## src/rtl/fifo_rd_pkg.sv

```systemverilog
// fifo_rd_pkg: shared types and constants for the FIFO burst reader.
// Holds the controller state encoding, ARM guard length and buffer depth.
package fifo_rd_pkg;

  typedef enum logic [1:0] {
    IDLE,
    ARM,
    BURST,
    DRAIN
  } rd_state_e;

  // Cycles spent in ARM so RAM contents catch up with the count.
  localparam int ARM_CYCLES = 2;

  // Output buffer entries; absorbs the 1-cycle FIFO read latency.
  localparam int SKID_DEPTH = 2;

  // Bits needed for a counter holding 0..n inclusive.
  function automatic int cnt_w(input int n);
    return $clog2(n) + 1;
  endfunction

endpackage

```

## src/rtl/fifo_rd_skid.sv

```systemverilog
// fifo_rd_skid: 2-entry output buffer with valid/ready and occupancy.
// Slot 0 is always the head, so out_data_o is stable while stalled.
module fifo_rd_skid
  import fifo_rd_pkg::*;
#(
  parameter int W = 9
) (
  input  logic         clk,
  input  logic         reset,
  input  logic         in_valid_i,
  input  logic [W-1:0] in_data_i,
  output logic         out_valid_o,
  input  logic         out_ready_i,
  output logic [W-1:0] out_data_o,
  output logic [1:0]   occ_o
);

  localparam logic [1:0] FULL = 2'(SKID_DEPTH);

  logic [W-1:0] slot0_q, slot0_d;
  logic [W-1:0] slot1_q, slot1_d;
  logic [1:0]   occ_q, occ_d;
  logic         pop;
  logic         push;

  assign out_valid_o = occ_q != 2'd0;
  assign out_data_o  = slot0_q;
  assign occ_o       = occ_q;

  assign pop  = out_valid_o & out_ready_i;
  assign push = in_valid_i & ((occ_q != FULL) | pop);

  // Shift head on pop, then append the new word behind it.
  always_comb begin
    slot0_d = slot0_q;
    slot1_d = slot1_q;
    occ_d   = occ_q;
    if (pop) begin
      slot0_d = slot1_q;
      occ_d   = occ_q - 2'd1;
    end
    if (push) begin
      if (occ_d == 2'd0) begin
        slot0_d = in_data_i;
      end else begin
        slot1_d = in_data_i;
      end
      occ_d = occ_d + 2'd1;
    end
  end

  // Buffer storage and occupancy.
  always_ff @(posedge clk) begin
    if (reset) begin
      slot0_q <= '0;
      slot1_q <= '0;
      occ_q   <= '0;
    end else begin
      slot0_q <= slot0_d;
      slot1_q <= slot1_d;
      occ_q   <= occ_d;
    end
  end

endmodule

```

## src/rtl/fifo_burst_reader.sv

```systemverilog
// fifo_burst_reader: drains the FIFO in fixed bursts onto a stream.
// Define FIFO_RD_TIMEOUT_EN to flush partial bursts after TIMEOUT idle cycles.
module fifo_burst_reader
  import fifo_rd_pkg::*;
#(
  parameter int FIFO_WIDTH = 8,
  parameter int FIFO_DEPTH = 8,
  parameter int BURST_LEN  = 4,
  parameter int TIMEOUT    = 16
) (
  input  logic                        clk,
  input  logic                        reset,
  output logic                        fifoRdEn,
  input  logic [FIFO_WIDTH-1:0]       fifoRdData,
  input  logic                        fifoEmpty,
  input  logic [$clog2(FIFO_DEPTH):0] fifoDataCount,
  output logic                        m_valid,
  input  logic                        m_ready,
  output logic [FIFO_WIDTH-1:0]       m_data,
  output logic                        m_last,
  output logic                        busy
);

  localparam int CW = cnt_w(FIFO_DEPTH);
  localparam int IW = cnt_w(BURST_LEN);

  localparam logic [CW-1:0] FULL_CNT = CW'(BURST_LEN);
  localparam logic [IW-1:0] FULL_LEN = IW'(BURST_LEN);
  localparam logic [1:0]    ARM_END  = 2'(ARM_CYCLES - 1);

  rd_state_e state_q, state_d;

  logic [IW-1:0] issued_q, issued_d;
  logic          inflight_q, inflight_d;
  logic          last_fl_q, last_fl_d;
  logic [1:0]    arm_q, arm_d;

  logic [IW-1:0] len;
  logic [IW-1:0] len_m1;
  logic          start;
  logic          timeout_hit;
  logic          burst_done;

  logic [1:0]    occ;
  logic          xfer;
  logic [2:0]    cap;
  logic [2:0]    used;
  logic          room;

  logic [FIFO_WIDTH:0] skid_data;

  assign xfer = m_valid & m_ready;
  assign cap  = 3'(SKID_DEPTH) + {2'b0, xfer};
  assign used = {1'b0, occ} + {2'b0, inflight_q};
  assign room = cap > used;

  assign len_m1     = len - IW'(1);
  assign start      = (fifoDataCount >= FULL_CNT) | timeout_hit;
  assign burst_done = issued_d == len;

`ifdef FIFO_RD_TIMEOUT_EN
  localparam int TW = cnt_w(TIMEOUT);
  localparam logic [TW-1:0] TMO = TW'(TIMEOUT);

  logic [TW-1:0] idle_q, idle_d;
  logic [CW-1:0] prev_cnt_q;
  logic [IW-1:0] len_q, len_d;
  logic          partial;
  logic          steady;

  assign partial = (fifoDataCount != '0) & (fifoDataCount < FULL_CNT);
  assign steady  = (state_q == IDLE) & partial
                 & (fifoDataCount == prev_cnt_q);
  assign timeout_hit = steady & (idle_q == TMO);
  assign len = len_q;

  // Idle timer restarts on any count change; latch the burst length.
  always_comb begin
    idle_d = '0;
    if (steady && idle_q != TMO) begin
      idle_d = idle_q + TW'(1);
    end
    len_d = len_q;
    if (state_q == IDLE) begin
      if (fifoDataCount >= FULL_CNT) begin
        len_d = FULL_LEN;
      end else if (timeout_hit) begin
        len_d = fifoDataCount[IW-1:0];
      end
    end
  end

  // Timeout state registers.
  always_ff @(posedge clk) begin
    if (reset) begin
      idle_q     <= '0;
      prev_cnt_q <= '0;
      len_q      <= FULL_LEN;
    end else begin
      idle_q     <= idle_d;
      prev_cnt_q <= fifoDataCount;
      len_q      <= len_d;
    end
  end
`else
  assign timeout_hit = 1'b0;
  assign len         = FULL_LEN;
`endif

  // State register.
  always_ff @(posedge clk) begin
    if (reset) begin
      state_q <= IDLE;
    end else begin
      state_q <= state_d;
    end
  end

  // Next-state logic.
  always_comb begin
    state_d = state_q;
    unique case (state_q)
      IDLE: begin
        if (start) state_d = ARM;
      end
      ARM: begin
        if (arm_q == ARM_END) state_d = BURST;
      end
      BURST: begin
        if (burst_done) state_d = DRAIN;
      end
      DRAIN: begin
        if (!m_valid && !inflight_q) state_d = IDLE;
      end
      default: state_d = IDLE;
    endcase
  end

  // FSM outputs: pop only with buffer room left after the pending read.
  always_comb begin
    busy     = state_q != IDLE;
    fifoRdEn = (state_q == BURST) & ~fifoEmpty
             & (issued_q < len) & room;
  end

  // Issue counter, in-flight tag and ARM guard timer.
  always_comb begin
    issued_d = '0;
    if (state_q != IDLE) begin
      issued_d = issued_q + IW'(fifoRdEn);
    end
    inflight_d = fifoRdEn;
    last_fl_d  = fifoRdEn & (issued_q == len_m1);
    arm_d      = '0;
    if (state_q == ARM) begin
      arm_d = arm_q + 2'd1;
    end
  end

  // Datapath registers; reset drops any read still in flight.
  always_ff @(posedge clk) begin
    if (reset) begin
      issued_q   <= '0;
      inflight_q <= 1'b0;
      last_fl_q  <= 1'b0;
      arm_q      <= '0;
    end else begin
      issued_q   <= issued_d;
      inflight_q <= inflight_d;
      last_fl_q  <= last_fl_d;
      arm_q      <= arm_d;
    end
  end

  fifo_rd_skid #(
    .W (FIFO_WIDTH + 1)
  ) u_skid (
    .clk         (clk),
    .reset       (reset),
    .in_valid_i  (inflight_q),
    .in_data_i   ({last_fl_q, fifoRdData}),
    .out_valid_o (m_valid),
    .out_ready_i (m_ready),
    .out_data_o  (skid_data),
    .occ_o       (occ)
  );

  assign m_data = skid_data[FIFO_WIDTH-1:0];
  assign m_last = skid_data[FIFO_WIDTH];

endmodule

```

## config.mk

```make
export PLATFORM = sky130hd
export DESIGN_NAME = fifo_burst_reader
export DESIGN_NICKNAME = d
export VERILOG_FILES = /design/src/rtl/fifo_rd_pkg.sv /design/src/rtl/fifo_rd_skid.sv /design/src/rtl/fifo_burst_reader.sv
export SDC_FILE = /design/constraint.sdc
export NUM_CORES = 1
export LEC_CHECK = 0
export ABC_AREA = 1
export CORE_UTILIZATION = 50
export CTS_CLUSTER_DIAMETER = 200
export CTS_CLUSTER_SIZE = 12
export DETAILED_ROUTE_END_ITERATION = 16
export PLACE_DENSITY = 0.82
export SYNTH_ARGS = -nofsm -noshare
export SYNTH_HDL_FRONTEND = slang
export SYNTH_SLANG_ARGS = --single-unit
```

## constraint.sdc

```tcl
create_clock -name clk -period 3.4 [get_ports clk]
set_input_delay 0.68 -clock clk [delete_from_list [all_inputs] [get_ports clk]]
set_output_delay 0.68 -clock clk [all_outputs]
set_load 0.01 [all_outputs]
```

; ---- After elaboration in Yosys (flattened, before gate mapping)
; Index checks and enable logic that the tools add are counted.
[op_classes]
mul = 0
muxes = 11
bitwise = 10
reduce_logical = 10
add_sub_neg = 6
eq_ne = 11
shift = 0
order_cmp = 3
n_div = 0
[op_table]
columns = operator, n
row1 = 9-bit two-way mux, 3
row2 = 2-bit two-way mux, 6
row3 = 2-bit != test (second input constant), 5
row4 = 2-bit one-hot mux with 4 select lines, 1
row5 = 1-bit bitwise AND, 6
row6 = 2-bit by 1-bit adder with 2-bit output (second input constant), 2
row7 = 2-bit by 1-bit equality test with 1-bit output (second input constant), 2
row8 = 2-bit equality test (second input constant), 2
row9 = 4-bit by 3-bit greater-or-equal comparator with 1-bit output (second input constant), 1
row10 = 2-bit logical NOT, 2
row11 = 4-bit AND reduction, 1
row12 = 2-bit nonzero test, 2
row13 = 2-bit by 1-bit adder with 3-bit output, 1
row14 = 2-bit by 1-bit adder with 3-bit output (first input constant), 1
row15 = 3-bit by 1-bit adder with 3-bit output, 1
row16 = 3-bit by 2-bit equality test with 1-bit output (second input constant), 1
row17 = 3-bit equality test (second input constant), 1
row18 = 3-bit greater-than comparator, 1
row19 = 3-bit < comparator (second input constant), 1
row20 = 3-bit two-way mux, 1
row21 = 1-bit inverter, 3
row22 = 1-bit logical NOT, 2
row23 = 2-bit AND reduction, 1
row24 = 2-bit OR reduction, 1
row25 = other kinds (3), 3
[totals]
latch_bits = 0
mem_bits_rw = 0
out_inout_bits = 12
wordCells = 59
memories = 0
regBits = 29
romBits = 0
input_bits = 16

; ---- Depth between registers and ports, before layout
; Gate-level depths: netlist of run 1.
[depth]
word_depth = 10
mapped_depth = 19
ltp_nobuf = 18

; ---- Hierarchy
; From an unflattened synthesis of run 1, not the netlist that was laid out.
[hier_totals]
cells_unflattened = 242
hier_area_um2 = 1626.6
[by_module_without_submodules]
columns = mod, cells_each, area_each_um2, n_inst
row1 = fifo_rd_skid, 171, 1067.3, 1
row2 = fifo_burst_reader, 71, 559.3, 1

; ---- Worst setup path before layout of run 1
; OpenSTA, ideal clock, no wires.
[synth_path]
path_type = input to register
startpoint = input m_ready
endpoint = register state_q[1]
stages = 15
n_path_buf = 2
required_time_ns = 3.285
setup_slack_ns = 0.608
t_arrival_ns = 2.677
cell_sequence = buf_6 nand2_4 buf_2 ha_1 nand2_1 nor2_1 nor3_1 ha_1 ha_1 a21oi_1 nand2_1 nand2_1 nand3_1 nand2_1 nor2_1
[synth_via]
elab_chain_cells = 9
[synth_rtl]
columns = item, line_no
row1 = start: declaration, fifo_burst_reader.sv:18  ; input logic m_ready,
row2 = 1-bit bitwise AND, fifo_burst_reader.sv:52  ; assign xfer = m_valid & m_ready;
row3 = 2-bit by 1-bit adder with 3-bit output, fifo_burst_reader.sv:53  ; assign cap = 3'(SKID_DEPTH) + {2'b0, xfer};
row4 = 3-bit greater-than comparator, fifo_burst_reader.sv:55  ; assign room = cap > used;
row5 = 1-bit bitwise AND, fifo_burst_reader.sv:143  ; & (issued_q < len) & room;
row6 = net fifoRdEn, fifo_burst_reader.sv:13  ; output logic fifoRdEn,
row7 = 3-bit by 1-bit adder with 3-bit output, fifo_burst_reader.sv:150  ; issued_d = issued_q + IW'(fifoRdEn);
row8 = 3-bit two-way mux, fifo_burst_reader.sv:149  ; if (state_q != IDLE) begin
row9 = 3-bit equality test, fifo_burst_reader.sv:59  ; assign burst_done = issued_d == len;
row10 = 2-bit != test (no line), --
row11 = 4-bit AND reduction (no line), --
row12 = end signal: assignment, fifo_burst_reader.sv:115  ; state_q <= state_d;
row13 = end: declaration, fifo_burst_reader.sv:31  ; rd_state_e state_q, state_d;
; The timed path passes the listed nets, and every way through them passes these cells.
; A chain may end at the register's enable or synchronous reset.

; ---- Worst setup path in the final report of run 1
[layout_path]
startpoint = input m_ready
endpoint = output fifoRdEn
[layout_via]
elab_chain_cells = 4
[layout_rtl]
columns = item, line_no
row1 = 1-bit bitwise AND, fifo_burst_reader.sv:52
row2 = 2-bit by 1-bit adder with 3-bit output, fifo_burst_reader.sv:53
row3 = 3-bit greater-than comparator, fifo_burst_reader.sv:55
row4 = 1-bit bitwise AND, fifo_burst_reader.sv:143
row5 = end: declaration, fifo_burst_reader.sv:13
; Every way passes these cells.

==> metrics.md, run 1 <==
| Metric | Value |
|---|---|
| DR iter-0 viols | 40 |
| Final Util | 65.2% |
| Worst reg2reg setup slack | roughly 0.76 ns |
| Post-synthesis cell type count | 19 |
| Psw | between 500 and 600 uW |
| Post-CTS sizing | 0 |
| Commonest non-fill, non-tap cell in the layout | nand2_1 |
| Metal-1 WL | 1.40 mm |
| Fin crit share | 96.1% |
| CTS tree | done |
| Largest net degree at the start of global routing | 19 |
| Initial Util | approximately 54% |
| Crit end category | primary output |
| GR Util All Layers | 19.1% |
| Hpwl dp | between 2 and 2.5 mm |
| VDD IR max | between 0.0005 and 0.0006 V |
| Max_cap viols | 0 |
| N_diodes | 0 |
| Routed len/inst | around 11 um |
| Hold path startpoint | arm_q[0] |
| Logic gate share of total power | between 40 and 50% |
| Final nets | around 260 |
| Syn Inst Count | 199 |
| # Post-CTS Setup Buffers | 0 |
| Vias in the first global route | ~1200 |
| Clock Root Buffer | clkbuf_4 |
| Slew margin rel. | 65.2% |
| Die area | roughly 3200 sq um |
| Io pins | 28 |
| Total grt overflow | 0 |
| Die H | between 50 and 60 um |
| First-pass GRT wire length | ~4.7 mm |
| CTS Sinks | 29 |
| WL met3 | ~120 um |
| Worst-margin pin slew | about 0.52 ns |
| Status | finished clean |
| Setup-failing EPs final | 0 |
| Seq cells post-synth | 29 |
| Clock transition at path regs | 0.08 ns |
| Worst setup path startpoint | m_ready |
| P&R area growth vs syn | 21.6% |
| Hold Crit Class | reg2reg |
| Flop pwr share | roughly a third |
| Row count | 19 |
| Reg2Reg Depth | 17 |
| Final hold slack | around 0.43 ns |
| Clk buf depth | 2 |
| CTS buffer count | 5 |
| Final hold viol count | 0 |
| Fmax | roughly 310 MHz |
| Met2 wire length | between 1 and 1.5 mm |
| Switching part of the total | 41.8% |
| Final critical-path required period | between 3 and 4 ns |
| Die X | approximately 57 um |
| WL final | 2.91 mm |
| RSZ-0062 raised after global routing | false |
| ANT nets after route | 0 |
| PortBufs | 25 |
| Mapped Avg Cell Area | roughly 7.5 sq um |
| Gpl congestion | 0.756 |
| Initial antenna violation count | 0 |
| Detailed-route DRC error count | 0 |
| Syn Nets | 230 |
| Clk_lat worst skew | 0.33 ns |
| Clock Power Share | between 10% and 20% |
| Pins Over Slew Limit | 0 |
| Cell area after synthesis | about 1500 sq um |
| Leakage | 0.820 nW |
| CP Launch Type | primary input |
| Synth warn | 0 |
| Critical path class | in2out |
| Drt first pass iters | 4 |
| Via count | 1329 |
| Top layer in use | met4 |
| Cell-internal power | ~700 uW |
| Skew final | about 0.0071 ns |
| Power density of the placed cells | about 670 nW/um^2 |
| Critical Path Sink | fifoRdEn |
| Crit Path Max Fanout | 2 |
| Core Box Area | about 2800 sq um |
| CTS Hold Bufs | 0 |
| R2r startpoint | u_skid.occ_o[0] |
| Sequential element share of the synthesized area | ~40% |
| Setup TNS | 0 ns |
| Vias per cell | between 5 and 6 |
| FF-to-FF End | state_q[1] |
| CP arrival | around 2.6 ns |
| Layout cells sized above 1 | 7.46% |
| Worst Path Required | 2.72 ns |
| Commonest non-fill, non-tap cells in the layout | nand2_1 (45), nor2_1 (29), dfxtp_1 (29), nand3_1 (27), clkdlybuf4s50_1 (25) |
| # H-tree levels | 2 |
-- Yosys cell counts, drive strengths merged --
cell | number | area (sq um)
buf | 6 | 47.5
o21ai | 3 | 15.0
nor3 | 4 | 20.0
nand3 | 28 | 145
nand2 | 50 | 225
a21oi | 15 | 75.1
xor2 | 1 | 8.76
clkbuf | 1 | 3.75
ha | 15 | 188
o21a | 1 | 7.51
clkinv | 1 | 3.75
inv | 16 | 62.6
nor2 | 29 | 109
dfxtp | 29 | 581
-- worst max-delay path: stages --
cell	delay, ns
clkdlybuf4s50_1	0.54
nand2_4	0.07
ha_1	0.28
nand2_1	0.07
nor2_1	0.04
nor3_1	0.31
clkdlybuf4s50_1	0.60
-- cell type report --
cell class | count | area (sq um)
Multi-Input combinational cell | 146 | 793
Sequential cell | 29 | 581
Tap cell | 31 | 38.8
Inverter | 17 | 66.3
Fill cell | 256 | 967
Clock buffer | 7 | 55.1
Timing Repair Buffer | 29 | 280
-- cells by family after synthesis --
group                      Yosys count  share of synthesized area [%]
xor gates and xnor gates             1                          0.587
buffers and inverters               24                           7.89
DFF                                 29                           38.9
AOI/OAI and AO/OA                   19                           6.54
adders and majority gates           15                           12.6
and+or+nand+nor                    111                           33.5
-- worst min-delay path by stage --
stage	cells past startpoint	endpoint
2_1_floorplan	1	arm_q[0]
3_3_place_gp	1	arm_q[0]
3_5_place_dp	1	arm_q[0]
4_1_cts	1	arm_q[0]
5_1_grt	2	last_fl_q
6_report	1	arm_q[0]
-- routing by layer --
layer | up-vias | track usage (%)
li1 | 695 | -
met1 | 595 | 24.2
met2 | 31 | 29.6
met3 | 8 | 4.84
met4 | 0 | 10.5
met5 | - | 0
-- power by group through the flow --
| stage | registers, mW | clock network [mW] | logic [mW] |
|---|---|---|---|
| 2_1_floorplan | 0.425 | 0 | 0.396 |
| 3_3_place_gp | 0.424 | 0 | 0.572 |
| 3_5_place_dp | 0.425 | 0 | 0.580 |
| 4_1_cts | 0.417 | 0.215 | 0.583 |
| 5_1_grt | 0.423 | 0.226 | 0.655 |
| 6_report | 0.417 | 0.214 | 0.582 |
-- per-stage QoR --
| stage | area [sq um] | power (mW) | cells | setup WS (ns) |
|---|---|---|---|---|
| finish | 1810 | 1.21 | 259 | 0.132 |
| global route | 1810 | 1.30 | 259 | 0.0688 |
| CTS | 1810 | 1.21 | 259 | 0.148 |
| detailed placement | 1760 | 1.00 | 252 | 0.160 |
| global placement | 1760 | 0.997 | 252 | 0.161 |
| floorplan | 1490 | 0.821 | 199 | 0.608 |
-- sequential cells by signal (all words and copies together), names as in the netlist --
register / flops
u_skid.slot1_q: 9
issued_q: 3
state_q: 2
u_skid.out_data_o: 9
last_fl_q: 1
inflight_q: 1
u_skid.occ_o: 2
arm_q: 2
Power figures use the tool's default switching activity.
==> run 2: changes to the inputs <==
REMOVE_ABC_BUFFERS = 1   (was not set)
==> run 2 against run 1 <==
Count of clock-buffer cells in the layout shrank 1. Power is 8.0% higher. Global-route usage rose by 2.0 points. Sequential share of layout area fell by 0.71 points. Wire length is 3.1% higher. Clock skew increased by 0.0025 ns. Non-clock buffer count up 1. Clock power increased by 43%.
==> metrics.md, run 2 (synthesis gave the netlist of run 1 again) <==
| Metric | Value |
|---|---|
| Post-CTS sizing | 0 (unchanged) |
| Die area | 3210 sq um (unchanged) |
| Worst path max stage delay | 0.59 ns (was 0.60 ns) |
| Flop pwr share | 31.8% (was 34.4%) |
| DR iter-0 viols | 53 (was 40) |
| Cell-internal power | 784 uW (was 705 uW) |
| WHS Path Cells | 1 (unchanged) |
| N_diodes | 0 (unchanged) |
| Crit Path Max Fanout | 2 (unchanged) |
| Pins Over Slew Limit | 0 (unchanged) |
| CTS Sinks | 29 (unchanged) |
| R2r startpoint | u_skid.occ_o[1] (was u_skid.occ_o[0]) |
| Detailed-route DRC error count | 0 (unchanged) |
| FF-to-FF End | state_q[1] (unchanged) |
| Total grt overflow | 0 (unchanged) |
| Psw | 527 uW (was 507 uW) |
| Slew margin rel. | 68.7% (was 65.2%) |
| Skew final | 0.00961 ns (was 0.00708 ns) |
| Setup-failing EPs final | 0 (unchanged) |
| PortBufs | 25 (unchanged) |
| Slowest CP cell | clkdlybuf4s50_1 (unchanged) |
| Via count | 1368 (was 1329) |
| Vias in the first global route | 1226 (was 1154) |
| Drt first pass iters | 4 (unchanged) |
| Die X | 56.6 um (unchanged) |
| Critical path class | in2out (unchanged) |
| Clk_lat worst skew | 0.34 ns (was 0.33 ns) |
| Final hold viol count | 0 (unchanged) |
| Clock Root Buffer | clkbuf_4 (unchanged) |
| Die H | 56.6 um (unchanged) |
| GR Util All Layers | 21.1% (was 19.1%) |
| Largest net degree at the start of global routing | 19 (unchanged) |
| Logic gate share of total power | 44.8% (was 48.0%) |
| Initial antenna violation count | 0 (unchanged) |
| Fmax | 313 MHz (was 306 MHz) |
| Final non-filler cell total | 261 (was 259) |
| Io pins | 28 (unchanged) |
| Hold EP | arm_q[0] (unchanged) |
| Worst Path Required | 2.72 ns (about the same) |
| Reg2Reg Depth | 17 (unchanged) |
| CP Cell Sequence | clkdlybuf4s50_1 -> nand2_4 -> ha_1 -> nand2_1 -> nor2_1 -> nor3_1 -> clkdlybuf4s50_1 (unchanged) |
| Fin crit share | 93.9% (was 96.1%) |
| Delay-heaviest family, CP | buffers and inverters (unchanged) |
| CP Launch Type | primary input (unchanged) |
| Hold Crit Class | reg2reg (unchanged) |
| Commonest non-fill, non-tap cells in the layout | nand2_1 (45), nor2_1 (29), dfxtp_1 (29), nand3_1 (27), clkdlybuf4s50_1 (25) (unchanged) |
| Worst reg2reg setup slack | 0.86 ns (was 0.76 ns) |
| Placed Cells incl. Taps | 253 (was 252) |
| Clk buf depth | 2 (unchanged) |
| Pre-CTS WS | 0.192 ns (was 0.160 ns) |
| PnR worst setup slack | 0.206 ns (was 0.132 ns) |
| Routed len/inst | 11.5 um (was 11.2 um) |
| CTS buffer count | 5 (unchanged) |
| WL final | 2.99 mm (was 2.91 mm) |
| Filler Cells Inserted | 240 (was 256) |
| Hold path startpoint | arm_q[0] (unchanged) |
| Switching part of the total | 40.2% (was 41.8%) |
| Clock transition at path regs | 0.10 ns (was 0.08 ns) |
| # H-tree levels | 2 (unchanged) |
| Layout cells sized above 1 | 8.70% (was 7.46%) |
| Crit end category | primary output (unchanged) |
| Commonest non-fill, non-tap cell in the layout | nand2_1 (unchanged) |
| Vias per cell | 5.24 (was 5.13) |
| Final critical-path required period | 3.19 ns (was 3.27 ns) |
| CP most frequent cell | clkdlybuf4s50_1 (unchanged) |
| Status | finished clean (unchanged) |
| RSZ-0062 raised after global routing | false (unchanged) |
| Initial Util | 53.6% (unchanged) |
| CP arrival | 2.51 ns (was 2.59 ns) |
| Power density of the placed cells | 706 nW/um^2 (was 668 nW/um^2) |
| Final nets | 260 (was 259) |
| Worst-margin pin slew | 0.469 ns (was 0.520 ns) |
| Max_cap viols | 0 (unchanged) |
| Hpwl dp | 2.08 mm (was 2.04 mm) |
| CTS Hold Bufs | 0 (unchanged) |
| Power Total | 1.31 mW (was 1.21 mW) |
| First-pass GRT wire length | 5.16 mm (was 4.69 mm) |
| # Post-CTS Setup Buffers | 0 (unchanged) |
| Final hold slack | 0.432 ns (was 0.433 ns) |
| P&R area growth vs syn | 24.4% (was 21.6%) |
| Leakage | 0.838 nW (was 0.820 nW) |
| CTS tree | done (unchanged) |
| Gpl congestion | 0.747 (was 0.756) |
| Setup TNS | 0 ns (unchanged) |
| Clock Power Share | 23.4% (was 17.6%) |
| Bufs and invs on worst path | 2 (unchanged) |
| VDD IR max | 0.000692 V (was 0.000572 V) |
| Row count | 19 (unchanged) |
| Core Box Area | 2780 sq um (unchanged) |
| ANT nets after route | 0 (unchanged) |
## run 2: power groups by stage
stage | registers (mW) | logic, mW | clock network [mW]
finish | 0.417 | 0.587 | 0.306
global route | 0.423 | 0.657 | 0.323
CTS | 0.417 | 0.589 | 0.310
detailed placement | 0.425 | 0.586 | 0
global placement | 0.423 | 0.567 | 0
floorplan | 0.425 | 0.374 | 0
## run 2: per-stage QoR
stage,cell area [sq um],util [%]
2_1_floorplan,1440,-
3_3_place_gp,1770,63.5
3_5_place_dp,1770,63.5
4_1_cts,1860,66.7
5_1_grt,1860,66.7
6_report,1860,66.7
## run 2: worst max-delay path by stage
stage / slack [ns] / end / from / cells past startpoint
detailed placement: 0.19 / fifoRdEn / m_ready / 7
CTS: 0.19 / fifoRdEn / m_ready / 7
floorplan: 0.58 / state_q[1] / u_skid.occ_o[0] / 16
finish: 0.21 / fifoRdEn / m_ready / 7
global placement: 0.19 / fifoRdEn / m_ready / 7
global route: 0.11 / fifoRdEn / m_ready / 7
## run 2: area by class of cell
class                      instances  area (sq um)  share of cell area [%]
sequential                        29           581                    31.3
clock inverter                     2          37.5                    2.02
tap                               31          38.8                    2.09
multi-input combinational        146           793                    42.8
inverter                          17          66.3                    3.57
timing repair buffer              30           288                    15.5
clock buffer                       6          51.3                    2.76
## run 2: per-layer routing
| layer | GRT usage (%) | wire length [um] | up-vias |
|---|---|---|---|
| li1 | - | - | 702 |
| met1 | 26.2 | 1390 | 622 |
| met2 | 33.9 | 1390 | 37 |
| met3 | 5.07 | 153 | 7 |
| met4 | 10.5 | 58 | 0 |
| met5 | 0 | 0 | - |
